==> src/rtl/exec_sequencer.sv <==
// Run-control sequencer: synchronizes the front-panel keys, owns pc/eom and
// arbitrates the instruction-memory port between DIP-switch loading and fetch.
module exec_sequencer #(
    parameter int ADDR_W = 8,
    parameter int DATA_W = 16
) (
    input  logic              clk,
    input  logic              rst_n,
    input  logic              key_load,
    input  logic              key_run,
    input  logic              key_step,
    input  logic              key_clear,
    input  logic [DATA_W-1:0] load_data,
    input  logic              branch,
    input  logic              taken,
    input  logic [ADDR_W-1:0] branch_target,
    output logic [ADDR_W-1:0] im_addr,
    output logic              im_we,
    output logic [DATA_W-1:0] im_din,
    output logic              ir_load,
    output logic              exec_en,
    output logic [ADDR_W-1:0] pc,
    output logic [ADDR_W-1:0] eom,
    output logic              running,
    output logic              halted,
    output logic              load_full
);

    localparam logic [2:0] S_IDLE   = 3'd0;
    localparam logic [2:0] S_LOAD   = 3'd1;
    localparam logic [2:0] S_FETCH  = 3'd2;
    localparam logic [2:0] S_DECODE = 3'd3;
    localparam logic [2:0] S_EXEC   = 3'd4;
    localparam logic [2:0] S_HALT   = 3'd5;

    localparam logic [ADDR_W-1:0] EOM_MAX = '1;

    // Key bit order everywhere: {clear, load, run, step}
    logic [3:0] key_raw;
    logic [3:0] sync_p0;
    logic [3:0] sync_p1;
    logic [3:0] hist_p2;
    logic [3:0] edge_q;

    logic clear_e;
    logic load_e;
    logic run_e;
    logic step_e;

    logic [2:0]      state;
    logic            pause_pend;
    logic [ADDR_W:0] next_pc;
    logic            pc_lt_eom;

    assign key_raw = {key_clear, key_load, key_run, key_step};

    // Stage boundary: two synchronizer flops, history flop, registered rising edge
    always_ff @(posedge clk or negedge rst_n) begin
        if (!rst_n) begin
            sync_p0 <= '0;
            sync_p1 <= '0;
            hist_p2 <= '0;
            edge_q  <= '0;
        end else begin
            sync_p0 <= key_raw;
            sync_p1 <= sync_p0;
            hist_p2 <= sync_p1;
            edge_q  <= sync_p1 & ~hist_p2;
        end
    end

    assign clear_e = edge_q[3];
    assign load_e  = edge_q[2] & ~edge_q[3];
    assign run_e   = edge_q[1] & ~(|edge_q[3:2]);
    assign step_e  = edge_q[0] & ~(|edge_q[3:1]);

    // One bit wider so a jump/increment past the last address still halts
    assign next_pc   = (branch && taken) ? {1'b0, branch_target}
                                         : {1'b0, pc} + (ADDR_W + 1)'(1);
    assign pc_lt_eom = (pc < eom);
    assign load_full = (eom == EOM_MAX);
    assign halted    = (state == S_HALT);

    always_ff @(posedge clk or negedge rst_n) begin
        if (!rst_n) begin
            state      <= S_IDLE;
            pc         <= '0;
            eom        <= '0;
            running    <= 1'b0;
            pause_pend <= 1'b0;
        end else if (clear_e) begin
            state      <= S_IDLE;
            pc         <= '0;
            eom        <= '0;
            running    <= 1'b0;
            pause_pend <= 1'b0;
        end else begin
            case (state)
                S_IDLE: begin
                    if (load_e) begin
                        state <= S_LOAD;
                    end else if ((run_e || step_e) && pc_lt_eom) begin
                        state   <= S_FETCH;
                        running <= run_e;
                    end
                end
                S_LOAD: begin
                    if (!load_full) begin
                        eom <= eom + ADDR_W'(1);
                    end
                    state <= S_IDLE;
                end
                S_FETCH: begin
                    pause_pend <= pause_pend | (running & run_e);
                    state      <= S_DECODE;
                end
                S_DECODE: begin
                    pause_pend <= pause_pend | (running & run_e);
                    state      <= S_EXEC;
                end
                S_EXEC: begin
                    pc         <= next_pc[ADDR_W-1:0];
                    pause_pend <= 1'b0;
                    if (next_pc >= {1'b0, eom}) begin
                        state   <= S_HALT;
                        running <= 1'b0;
                    end else if (running && !run_e && !pause_pend) begin
                        state <= S_FETCH;
                    end else begin
                        state   <= S_IDLE;
                        running <= 1'b0;
                    end
                end
                S_HALT: begin
                    if (run_e) begin
                        pc      <= '0;
                        state   <= S_FETCH;
                        running <= 1'b1;
                    end else if (load_e) begin
                        state <= S_LOAD;
                    end
                end
                default: begin
                    state   <= S_IDLE;
                    running <= 1'b0;
                end
            endcase
        end
    end

    // Port outputs decode from state so an async reset clears them immediately
    always_comb begin
        im_addr = pc;
        im_we   = 1'b0;
        im_din  = '0;
        ir_load = 1'b0;
        exec_en = 1'b0;
        case (state)
            S_LOAD: begin
                im_addr = eom;
                im_we   = ~load_full;
                im_din  = load_data;
            end
            S_DECODE: ir_load = 1'b1;
            S_EXEC:   exec_en = 1'b1;
            default: ;
        endcase
    end

endmodule
==> config.mk <==
export PLATFORM = sky130hd
export DESIGN_NAME = exec_sequencer
export DESIGN_NICKNAME = d
export VERILOG_FILES = /design/src/rtl/exec_sequencer.sv
export SDC_FILE = /design/constraint.sdc
export NUM_CORES = 1
export LEC_CHECK = 0
export BUFFER_PORTS_ARGS = -buffer_cell sky130_fd_sc_hd__buf_2
export CORE_UTILIZATION = 30
export DETAILED_ROUTE_END_ITERATION = 12
export SETUP_SLACK_MARGIN = 0.05
export SLEW_MARGIN = 10
export SYNTH_ARGS = -nofsm -noshare
export SYNTH_HDL_FRONTEND = slang
export SYNTH_SLANG_ARGS = --single-unit
==> constraint.sdc <==
create_clock -name clk -period 2.5 [get_ports clk]
set_input_delay 0.25 -clock clk [delete_from_list [all_inputs] [get_ports clk]]
set_output_delay 0.25 -clock clk [all_outputs]
set_load 0.01 [all_outputs]
== Word-level counts from Yosys, hierarchy flattened ==
Index checks and enable logic that the tools add are counted.
W data, S select, Z words.

* Logic and storage cells: 86
* Bits in registers: 37
* Output and inout bits: 46
* Bits of input ports: 32

* Multiplexer cells: 29
* Add/sub/neg operators: 2
* Equality and inequality tests: 14
* Bitwise gates (word level): 11
* Reductions and logical operators: 19
* $lt $le $gt $ge: 2

{| class="wikitable"
|+ Operators by type and width
! cell !! number
|-
| $mux W8 || 6
|-
| $mux W3 || 6
|-
| $mux W16 || 1
|-
| $pmux W8 S2 || 1
|-
| $pmux W3 S5 || 1
|-
| $mux W1 || 10
|-
| $add A8 B1 Y9 const B || 1
|-
| $ge A9 B8 Y1 || 1
|-
| $mux W9 || 1
|-
| $add A8 B1 Y8 const B || 1
|-
| $eq A8 B8 Y1 const B || 1
|-
| $lt A8 B8 Y1 || 1
|-
| $ne A4 B4 Y1 const B || 2
|-
| $eq A3 B2 Y1 const B || 2
|-
| $eq A3 B3 Y1 const B || 2
|-
| $ne A3 B3 Y1 const B || 2
|-
| $reduce_and A2 Y1 || 3
|-
| $reduce_bool A3 Y1 || 2
|-
| $reduce_or A3 Y1 || 2
|-
| $reduce_and A5 Y1 || 1
|-
| $and A1 B1 Y1 || 4
|-
| $and A4 B4 Y4 || 1
|-
| $logic_and A1 B1 Y1 || 4
|-
| $ne A2 B1 Y1 const B || 2
|-
| 14 further kinds || 19
|}

== Longest topological paths before layout ==
* Depth in word-level cells: 10
* Mapped depth: 12
* Depth with buffers taken out: 12

== Worst setup path after synthesis ==
No wires, ideal clock.

* Path type: register -> register
* Start point: register pc[2]
* End point: register running
* Setup time: 128 ps
* Clock period less this slack: 2824 ps
* Stages on the path, launching flop included: 12
* Required time: 2372 ps
* Buffers on the path: 0
* Arrival: 2696 ps
* Setup slack: -324 ps
* Path through: dfrtp_1 > and3_1 > nand2_1 > nor2_1 > xnor2_1 > a21oi_1 > ha_1 > and4_1 > a32oi_1 > o311ai_1 > o41ai_1 > mux2_1

* Word-level cells in the longest chain between the ends: 6

{| class="wikitable"
|+ RTL lines
! what !! RTL line !! RTL
|-
| from (decl) || 22 || <nowiki>output logic [ADDR_W-1:0] pc,</nowiki>
|-
| from (signal assigned) || 122 || <nowiki>pc <= next_pc[ADDR_W-1:0];</nowiki>
|-
| $add A8 B1 Y9 || 79 || <nowiki>: {1'b0, pc} + (ADDR_W + 1)'(1);</nowiki>
|-
| $mux W9 || 78 || <nowiki>assign next_pc = (branch && taken) ? {1'b0, branch_target}</nowiki>
|-
| $ge A9 B8 Y1 || 124 || <nowiki>if (next_pc >= {1'b0, eom}) begin</nowiki>
|-
| $mux W1 || 124 ||
|-
| $pmux W1 S4 || 98 || <nowiki>case (state)</nowiki>
|-
| $mux W1 || 91 || <nowiki>end else if (clear_e) begin</nowiki>
|-
| to (signal assigned) || 104 || <nowiki>running <= run_e;</nowiki>
|-
| to (decl) || 24 || <nowiki>output logic running,</nowiki>
|}

Several ways; a longest one is shown, not always the timed one.
A chain may end at the register's enable or synchronous reset.

== Worst setup path in the final report ==
* Start point: register pc[1]
* End point: register state[1]

* Word-level cells in the longest chain between the ends: 6

{| class="wikitable"
|+ RTL lines
! what !! RTL line !! RTL
|-
| $add A8 B1 Y9 || 79 ||
|-
| $mux W9 || 78 ||
|-
| $ge A9 B8 Y1 || 124 ||
|-
| $mux W3 || 124 ||
|-
| $pmux W3 S5 || 98 ||
|-
| $mux W3 || 91 ||
|-
| to (signal assigned) || 92 || <nowiki>state <= S_IDLE;</nowiki>
|-
| to (signal assigned) || 101 || <nowiki>state <= S_LOAD;</nowiki>
|-
| to (signal assigned) || 125 || <nowiki>state <= S_HALT;</nowiki>
|-
| to (decl) || 50 || <nowiki>logic [2:0] state;</nowiki>
|}

Several ways; a longest one is shown, not always the timed one.

==> impl_metrics.yaml <==
outcome:
  status: "finished with violations"
  violations: "negative setup slack"
synth:
  synthTopCellsByArea: "dfrtp_1, ha_1, and2_1"
  synth.top_cells.by_count: "dfrtp_1, nor2_1, ha_1"
  synth-edff-count: 0
  avgSynthCellArea_um2: 9.80
  synth-seq-cells: 37
  synth_top_area_share_pct: 39.4
  syn_inst: 240
  synth.most_common_cell: "dfrtp_1"
  synth_top_area_cell: "dfrtp_1"
  dominantRegCellSynth: "dfrtp_1"
  syn_area_um2: 2350
  yosys.cell_types.count: 53
  seq_area_frac_synth_pct: 39.4
  synthesis.nets: 290
  yosysWarnings: 0
  async_flop_share_pct: 100
clock_tree:
  clkTransAtPathRegs_ns: 0.09
  cts_made_buffers: 5
  clk_latency_ns: 0.30
  root_buffer: "clkbuf_8"
  holdBufCountCts: 0
  clock-sinks: 37
  cts_htree_levels: 2
  cts_buffer_depth: 2
  cts_tree: "built"
finish:
  nets: 396
  num_antenna_cells: 0
  num-fill-cells: 744
  drive_gt1_share_pct: 46.1
  layout.cells.non_filler: 446
  ff_latch_area_um2: 931
  syn2layout_area_growth_pct: 38.9
  multi_input_comb_area_um2: 1440
  stdcell_area_um2: 3270
floorplan:
  die_area_um2: 8200
  die_h_um: 90.6
  core_area_um2: 7410
  io-pin-count: 78
  start_util_pct: 31.8
  row_count: 31
  fp.dieW_um: 90.6
sta:
  worst_pin_slew_ns: 0.842
  tns_ns: -0.276
  holdWs_ns: 0.0518
  setup_viol: 3
  hold_viol: 0
  grt_setup_unrepaired: "yes"
  timing.final.ws_setup_ns: -0.146
  fin_crit_ns: 2.65
  post-route-period-util_pct: 106
  slew_headroom_pct: 43.9
  max_freq_ghz: 0.378
  finalMaxSlewViolations: 0
  finClkSkew_ns: 0.00586
critical_path:
  cp_slowest_cell: "dfrtp_2"
  cp-startpoint: "pc[1]"
  cp_cell_sequence: "and3_4, nand2_4, nor2_4, xnor2_1, a21oi_1, ha_1, and4_1, a32oi_1, o311ai_2, buf_4, or3_4, a21oi_2"
  required_ns: 2.74
  critPathCaptureType: "register"
  critPathLaunchType: "register"
  worstPathArrival_ns: 2.88
  reg2reg_from: "pc[1]"
  worst_r2r_path_depth: 12
  max_stage_delay_ns: 0.44
  path_class: "register to register"
  reg2reg_slack_ns: -0.15
  cp_max_fo: 3
  r2r_end: "state[1]"
global_route:
  antenna_found_initial: 0
  grt_pass1_vias: 2086
  grt_max_degree: 38
  overflow: 0
  grt_usage_pct: 15.8
  grt_pass1_wl_mm: 10.3
place:
  gp_routability_congestion: 0.850
  dp_hpwl_mm: 4.79
  pre_cts_slack_ns: -0.220
  postPlaceCellArea_um2: 3070
  place_inst: 435
  io_buffers: 77
power_and_ir_drop:
  p_per_area_nw_per_um2: 635
  p_leak_nw: 1.61
  clockPowerShare_pct: 21.9
  seqPwrFrac_pct: 35.7
  pwr-share-comb_pct: 42.4
  swShare_pct: 37.4
  switchingPower_mw: 0.776
  intPower_mw: 1.30
  peakVddDrop_v: 0.000479
route:
  vias: 2174
  drt-total-wl_mm: 6.27
  firstDrtPassIters: 4
  route.detailed.drc: 0
  detail-route-antenna-nets: 0
  drt-initial-drc-count: 115
  vias_per_cell: 4.87
  routedWlPerCell_um: 14.1
worst_hold_path:
  min_path_type: "input pin to async pin"
run:
  maxCapViolCount: 0
how the worst max path moves through the flow:
stage               endpoint  slack, ns  cells after the start
CTS                 state[1]      -0.11                     12
global placement     running      -0.09                     10
global route         running      -0.24                     11
detailed placement   running      -0.22                     11
finish              state[1]      -0.15                     12
floorplan            running      -0.09                     11
metal layers:
| layer | wire (µm) | vias to the layer above | track usage, % |
|---|---|---|---|
| met5 | 0 | - | 0 |
| met4 | 98 | 0 | 5.78 |
| met3 | 311 | 8 | 3.03 |
| met2 | 2880 | 56 | 23.4 |
| met1 | 2980 | 1044 | 22.7 |
| li1 | - | 1066 | - |
power by group through the flow:
| stage | Sequential, mW | Combinational (mW) | Clock [mW] |
|---|---|---|---|
| floorplan | 0.737 | 0.567 | 0 |
| global placement | 0.751 | 0.831 | 0 |
| detailed placement | 0.752 | 0.840 | 0 |
| CTS | 0.740 | 0.869 | 0.468 |
| global route | 0.754 | 0.973 | 0.492 |
| finish | 0.741 | 0.880 | 0.454 |
sequential cells by signal (all words and copies together) (netlist names):
signal / flops
pc: 8
edge_q: 4
sync_p1: 4
state: 3
sync_p0: 4
pause_pend: 1
eom: 8
running: 1
hist_p2: 4
metrics by stage:
step                      power, mW  util (%)
final                          2.07      44.1
after floorplan                1.30         -
after CTS                      2.08      43.2
after global placement         1.58      41.4
after detailed placement       1.59      41.4
after global routing           2.22      44.1
what timing repair did:
action | 4_1_cts | 5_1_grt
setup buffers | 2 | 1
resized for setup | 5 | 11
pin swaps | 6 | 6
gates cloned | 0 | 0
endpoints found under the setup margin | 2 | 4
placed cells by master, fill, tap and decap left out, types with 6 or more instances in the layout:
cell type / count
nor2b_1: 6
a21oi_2: 6
buf_4: 31
nand2_1: 14
a22o_1: 6
nand3_1: 7
inv_1: 8
and2_1: 17
buf_2: 77
a21oi_1: 11
dfrtp_1: 33
xnor2_1: 10
nor2_1: 18
ha_1: 16
kinds of logic after synthesis:
kind of cell / Yosys count / synth area share (%)
AO/OA/AOI/OAI: 47 / 14.5
AND/OR/NAND/NOR: 93 / 22.1
buffers and inverters: 21 / 4.41
adder cells (fa/ha/maj): 18 / 9.57
multiplexers: 11 / 5.21
flip-flops: 37 / 39.4
XOR/XNOR: 13 / 4.84
area by class of cell:
cell class	instances	share of cell area, %
Multi-Input combinational cell	182	44.2
Sequential cell	37	28.5
Timing Repair Buffer	109	19.3
Tap cell	99	3.79
Clock buffer	5	2.11
Inverter	11	1.42
Clock inverter	3	0.766
worst max-delay path, delay by kind of cell, from the launching register on:
kind                     cells  cell delay, ns
buffers and inverters        1            0.17
adder cells (fa/ha/maj)      1            0.28
AND/OR/NAND/NOR              5            0.88
AO/OA/AOI/OAI                4            0.69
flip-flops                   1            0.44
XOR/XNOR                     1            0.12
(Power assumes the default switching activity.)
